`src/rtl/wb_mem_arbiter_pkg.sv`:
```
// Shared definitions for the two-master Wishbone RAM arbiter:
// FSM state encodings and master index constants.
package wb_mem_arbiter_pkg;

    localparam logic [1:0] ARB_IDLE = 2'd0;
    localparam logic [1:0] ARB_GNT0 = 2'd1;
    localparam logic [1:0] ARB_GNT1 = 2'd2;

    localparam logic GNT_IDX_M0 = 1'b0;
    localparam logic GNT_IDX_M1 = 1'b1;

endpackage

```
`src/rtl/wb_arb_rr2.sv`:
```
// Two-way round-robin pick: when both masters request, the one that
// did not hold the bus last wins.
module wb_arb_rr2
    import wb_mem_arbiter_pkg::*;
(
    input  logic [1:0] req,
    input  logic       last,
    output logic [1:0] gnt
);

    always_comb begin
        gnt = req;
        if (req == 2'b11) begin
            gnt = (last == GNT_IDX_M1) ? 2'b01 : 2'b10;
        end
    end

endmodule

```
`src/rtl/wb_mem_arbiter.sv`:
```
// Round-robin Wishbone arbiter sharing the main RAM between the CPU (m0) and Ethernet DMA (m1).
// Optional stall timeout enabled by defining WB_ARB_TIMEOUT_EN.
module wb_mem_arbiter
    import wb_mem_arbiter_pkg::*;
#(
    parameter int unsigned ADR_WIDTH = 32
`ifdef WB_ARB_TIMEOUT_EN
    ,
    parameter int unsigned TIMEOUT_CYCLES = 255
`endif
) (
    input  logic                 wb_clk_i,
    input  logic                 wb_rst_i,

    input  logic [ADR_WIDTH-1:0] m0_adr_i,
    input  logic [31:0]          m0_dat_i,
    output logic [31:0]          m0_dat_o,
    input  logic [3:0]           m0_sel_i,
    input  logic                 m0_we_i,
    input  logic                 m0_cyc_i,
    input  logic                 m0_stb_i,
    output logic                 m0_ack_o,
    output logic                 m0_err_o,

    input  logic [ADR_WIDTH-1:0] m1_adr_i,
    input  logic [31:0]          m1_dat_i,
    output logic [31:0]          m1_dat_o,
    input  logic [3:0]           m1_sel_i,
    input  logic                 m1_we_i,
    input  logic                 m1_cyc_i,
    input  logic                 m1_stb_i,
    output logic                 m1_ack_o,
    output logic                 m1_err_o,

    output logic [ADR_WIDTH-1:0] s_adr_o,
    output logic [31:0]          s_dat_o,
    output logic [3:0]           s_sel_o,
    output logic                 s_we_o,
    output logic                 s_cyc_o,
    output logic                 s_stb_o,
    input  logic [31:0]          s_dat_i,
    input  logic                 s_ack_i,
    input  logic                 s_err_i,

    output logic [1:0]           grant_o
);

    logic [1:0] state;
    logic       last_grant;
    logic [1:0] rr_gnt;
    logic       gnt0;
    logic       gnt1;
    logic       stb_raw;
    logic       timeout_hit;

    wb_arb_rr2 u_rr (
        .req  ({m1_cyc_i, m0_cyc_i}),
        .last (last_grant),
        .gnt  (rr_gnt)
    );

    // A grant is only released when its owner drops cyc; handover skips IDLE.
    always_ff @(posedge wb_clk_i) begin
        if (wb_rst_i) begin
            state      <= ARB_IDLE;
            last_grant <= GNT_IDX_M1;
        end else begin
            case (state)
                ARB_IDLE: begin
                    if (rr_gnt[0]) begin
                        state <= ARB_GNT0;
                    end else if (rr_gnt[1]) begin
                        state <= ARB_GNT1;
                    end
                end
                ARB_GNT0: begin
                    if (!m0_cyc_i) begin
                        last_grant <= GNT_IDX_M0;
                        state      <= m1_cyc_i ? ARB_GNT1 : ARB_IDLE;
                    end
                end
                ARB_GNT1: begin
                    if (!m1_cyc_i) begin
                        last_grant <= GNT_IDX_M1;
                        state      <= m0_cyc_i ? ARB_GNT0 : ARB_IDLE;
                    end
                end
                default: state <= ARB_IDLE;
            endcase
        end
    end

    assign gnt0    = (state == ARB_GNT0);
    assign gnt1    = (state == ARB_GNT1);
    assign grant_o = {gnt1, gnt0};

    always_comb begin
        s_adr_o = '0;
        s_dat_o = '0;
        s_sel_o = '0;
        s_we_o  = 1'b0;
        s_cyc_o = 1'b0;
        stb_raw = 1'b0;
        if (gnt0) begin
            s_adr_o = m0_adr_i;
            s_dat_o = m0_dat_i;
            s_sel_o = m0_sel_i;
            s_we_o  = m0_we_i;
            s_cyc_o = m0_cyc_i;
            stb_raw = m0_stb_i;
        end else if (gnt1) begin
            s_adr_o = m1_adr_i;
            s_dat_o = m1_dat_i;
            s_sel_o = m1_sel_i;
            s_we_o  = m1_we_i;
            s_cyc_o = m1_cyc_i;
            stb_raw = m1_stb_i;
        end
    end

`ifdef WB_ARB_TIMEOUT_EN
    logic [7:0] to_cnt;

    assign timeout_hit = stb_raw && (to_cnt == 8'(TIMEOUT_CYCLES));

    // Counts consecutive strobed cycles with no slave response.
    always_ff @(posedge wb_clk_i) begin
        if (wb_rst_i || s_ack_i || s_err_i || !s_stb_o) begin
            to_cnt <= '0;
        end else begin
            to_cnt <= to_cnt + 8'd1;
        end
    end
`else
    assign timeout_hit = 1'b0;
`endif

    assign s_stb_o  = stb_raw & ~timeout_hit;

    assign m0_ack_o = gnt0 & s_ack_i;
    assign m1_ack_o = gnt1 & s_ack_i;
    assign m0_err_o = gnt0 & (s_err_i | timeout_hit);
    assign m1_err_o = gnt1 & (s_err_i | timeout_hit);

    assign m0_dat_o = s_dat_i;
    assign m1_dat_o = s_dat_i;

endmodule

```
`config.mk`:
```
export PLATFORM = sky130hd
export DESIGN_NAME = wb_mem_arbiter
export DESIGN_NICKNAME = d
export VERILOG_FILES = /design/src/rtl/wb_mem_arbiter_pkg.sv /design/src/rtl/wb_arb_rr2.sv /design/src/rtl/wb_mem_arbiter.sv
export SDC_FILE = /design/constraint.sdc
export NUM_CORES = 1
export LEC_CHECK = 0
export ABC_AREA = 1
export CAP_MARGIN = 10
export CORE_AREA = 2 2 124 126
export DETAILED_ROUTE_END_ITERATION = 10
export DIE_AREA = 0 0 126 128
export MAX_ROUTING_LAYER = met4
export PLACE_DENSITY_LB_ADDON = 0.08
export SYNTH_ARGS = -nofsm -noshare
export SYNTH_HDL_FRONTEND = slang
export SYNTH_HIERARCHICAL = 1
export SYNTH_SLANG_ARGS = --single-unit
export TNS_END_PERCENT = 50
```
`constraint.sdc`:
```
create_clock -name wb_clk_i -period 3.1 [get_ports wb_clk_i]
set_input_delay 0.775 -clock wb_clk_i [delete_from_list [all_inputs] [get_ports wb_clk_i]]
set_output_delay 0.775 -clock wb_clk_i [all_outputs]
set_load 0.005 [all_outputs]
```
==> summary.txt <==
Status
  – Status: finished, final reports clean

Setup path
  – WS Path Type: in2out
  – R2r setup slk: ~1700 ps
  – CP arrival: about 2100 ps
  – CP startpoint kind: input pin
  – RR Endpoint: state[0]
  – RR Startpoint: state[0]
  – Worst r2r path cells: 8
  – Worst EP required: 2320 ps
  – Worst Path Max Fanout: 5
  – Nature of the critical path endpoint: output pin

Power and ir drop
  – VDD IR-drop max: about 0.00036 V
  – P per Cell Area: between 500 and 600 mW/mm^2
  – Lkg Pwr: 1.31 nW

Clocking
  – Worst skew pair latency: 220 ps
  – Hold-fix buffers, CTS: 0
  – Root Driver: clkbuf_16
  – Clk buf depth: 2
  – CTS tree: built
  – Worst-path clk slew: around 30 ps
  – Postcts setup bufs: 0
  – Post-cts sizing count: 0
  – CTS H-Tree Depth: 1
  – TritonCTS sink count: 3
  – CTS buffer count: 3

STA
  – Final Max Slew Viols: 0
  – Final Hold Viols: 0
  – Final min period: roughly 2800 ps
  – Final WS setup: between 200 and 300 ps
  – Minimum hold slack: 530 ps
  – Fin crit share: roughly 90%
  – Setup violators final: 0
  – RSZ-0062 raised after global routing: no
  – Worst Tran Pin Value: 348 ps
  – Fmax: between 300 and 400 MHz
  – Setup TNS: 0 ps
  – Relative slew margins: about three quarters
  – Worst Clk Skew: 1.14 ps

Route
  – Pre-antenna DRT Iters: 4
  – DRC errors left: 0
  – Per-cell routed wire length: 15.1 microns
  – Via count: 1944
  – Post-DRT Antenna Nets: 0
  – Final Routed Wirelength: 8060 microns
  – DR vias/cell: around 3.7
  – Iter 0 DRT Violations: just under 80

Floorplanning
  – Die Y: approximately 130 microns
  – Die width: 126 microns
  – Initial Util: 10.2%
  – Row count: 45
  – I/O pin cnt: about 320
  – Die Area: 0.0161 sq mm
  – Core Area: 0.0149 sq mm

Global route
  – GR peak layer: met2
  – Global Route met2 Usage: between 15 and 20%
  – GR met1 Demand/Resource: between 10% and 20%
  – Initial antenna violation count: 0
  – Total GRT Usage: under 10%
  – M3 GR Usage: under 10%
  – Number of global-route vias before repair: around 1.9k
  – First-pass GRT wire length: between 10000 and 15000 microns
  – Grt total ovfl: 0
  – Largest net degree at the start of global routing: 37

Cells and area
  – Diode count: 0
  – Fillers: ~1.6k
  – Sequential Area: 60.1 sq um
  – Syn-to-layout area delta: 129%
  – Fin nets: about 520
  – Layout cells sized above 1: 6.40%
  – Post-Layout Cell Count: 532
  – Area of the multi-input gates: between 700 and 800 sq um
  – Final instance area: around 0.0035 sq mm

Place
  – Dpl cells: 528
  – HPWL after DPL: around 6500 microns
  – I/O Buffers: around 220
  – Routability cong.: approximately 0.76
  – DP Worst Slack: approximately 260 ps
  – Dpl cell area: 0.00339 sq mm

Worst hold path
  – Tightest Hold Check Type: reg2reg
  – HP Start: last_grant
  – Hold Path Depth: 2
  – Hold endpoint: last_grant

Synthesis
  – Syn_area_per_cell: between 7 and 8 sq um
  – Seq/Total Area, Yosys: between 3 and 4%
  – YS warnings: 6
  – Yosys cell types: 15
  – FF+latch count, synth: 3
  – Syn nets: between 300 and 400
  – Post-Syn Area: 0.00152 sq mm
  – Post-Synthesis Cells: a little under 200
  – Top cells by area, synth: a22o_1 35%, buf_4 33%, buf_6 10%
  – Synth area leader: a22o_1
  – Synth top area share: between 30 and 40%

Job
  – MaxCap Viol Count: 0
[through the flow]
step	total power, W	util, %
detailed placement	0.00189	22.8
floorplan	0.000946	-
global placement	0.00191	22.8
finish	0.00205	23.3
CTS	0.00210	23.3
global route	0.00221	23.3
[synthesized netlist by cell type]
cell / instances
o211ai_1: 1
nand2_2: 2
a22o_2: 10
buf_4: 66
buf_6: 14
a22o_1: 60
nand3_1: 6
dfxtp_1: 3
inv_4: 2
inv_1: 7
o21ai_0: 2
inv_2: 1
nor2_1: 9
nand2_1: 10
a21oi_1: 1
[layout by cell type, fill, tap and decap left out, drive strengths merged]
cell,Yosys,final
clkdlybuf4s50,0,222
a22o,70,70
nand2,12,12
inv,10,10
nor2,9,9
nand3,6,6
clkbuf,0,4
buf,80,4
dfxtp,3,3
o21ai,2,2
o211ai,1,1
a21oi,1,1
[final cells by class]
cell class,count,share of cell area [%]
clock buffers,4,2.27
flip-flops and latches,3,1.73
multi-input cells,101,22.0
repair buffers,226,66.0
well taps,188,6.78
inverters,10,1.23
[layer usage]
layer	part of all wire (%)	wire length, microns	vias up
met1	41	3280	868
li1	-	-	946
met4	1.2	99	0
met5	0	0	-
met2	50	4050	122
met3	7.7	617	8
[report_power, final]
group / leakage (nW) / switching, W / total (W) / internal, W
registers: 0.0247 / 0.0000171 / 0.0000696 / 0.0000525
clock network: 0.0382 / 0.0000365 / 0.000206 / 0.000170
logic: 1.25 / 0.000653 / 0.00178 / 0.00112
[worst max-delay path, stage by stage]
cell             delay, ps
clkdlybuf4s50_1        550
nand3_1                140
nand2_1                100
clkdlybuf4s50_1        500
[logic make-up (layout without fill, tap and decap cells)]
family,after synthesis,after routing,synth area share [%]
flip-flops,3,3,3.96
AND/OR/NAND/NOR,27,27,7.50
AO/OA/AOI/OAI,74,74,42.7
buffers and inverters,90,240,45.8
[how the worst max path moves through the flow]
stage / startpoint / to / slack, ps
after floorplan: m1_adr_i[22] / s_adr_o[22] / 1310
after detailed placement: m1_cyc_i / s_cyc_o / 260
after global routing: state[1] / s_adr_o[7] / 170
final: m1_cyc_i / s_cyc_o / 250
after global placement: m0_cyc_i / s_cyc_o / 270
after CTS: m1_cyc_i / s_cyc_o / 260
[sequential cells by signal (all words and copies together), names as in the netlist]
name        cells
state           2
last_grant      1
(Power assumes the default switching activity.)
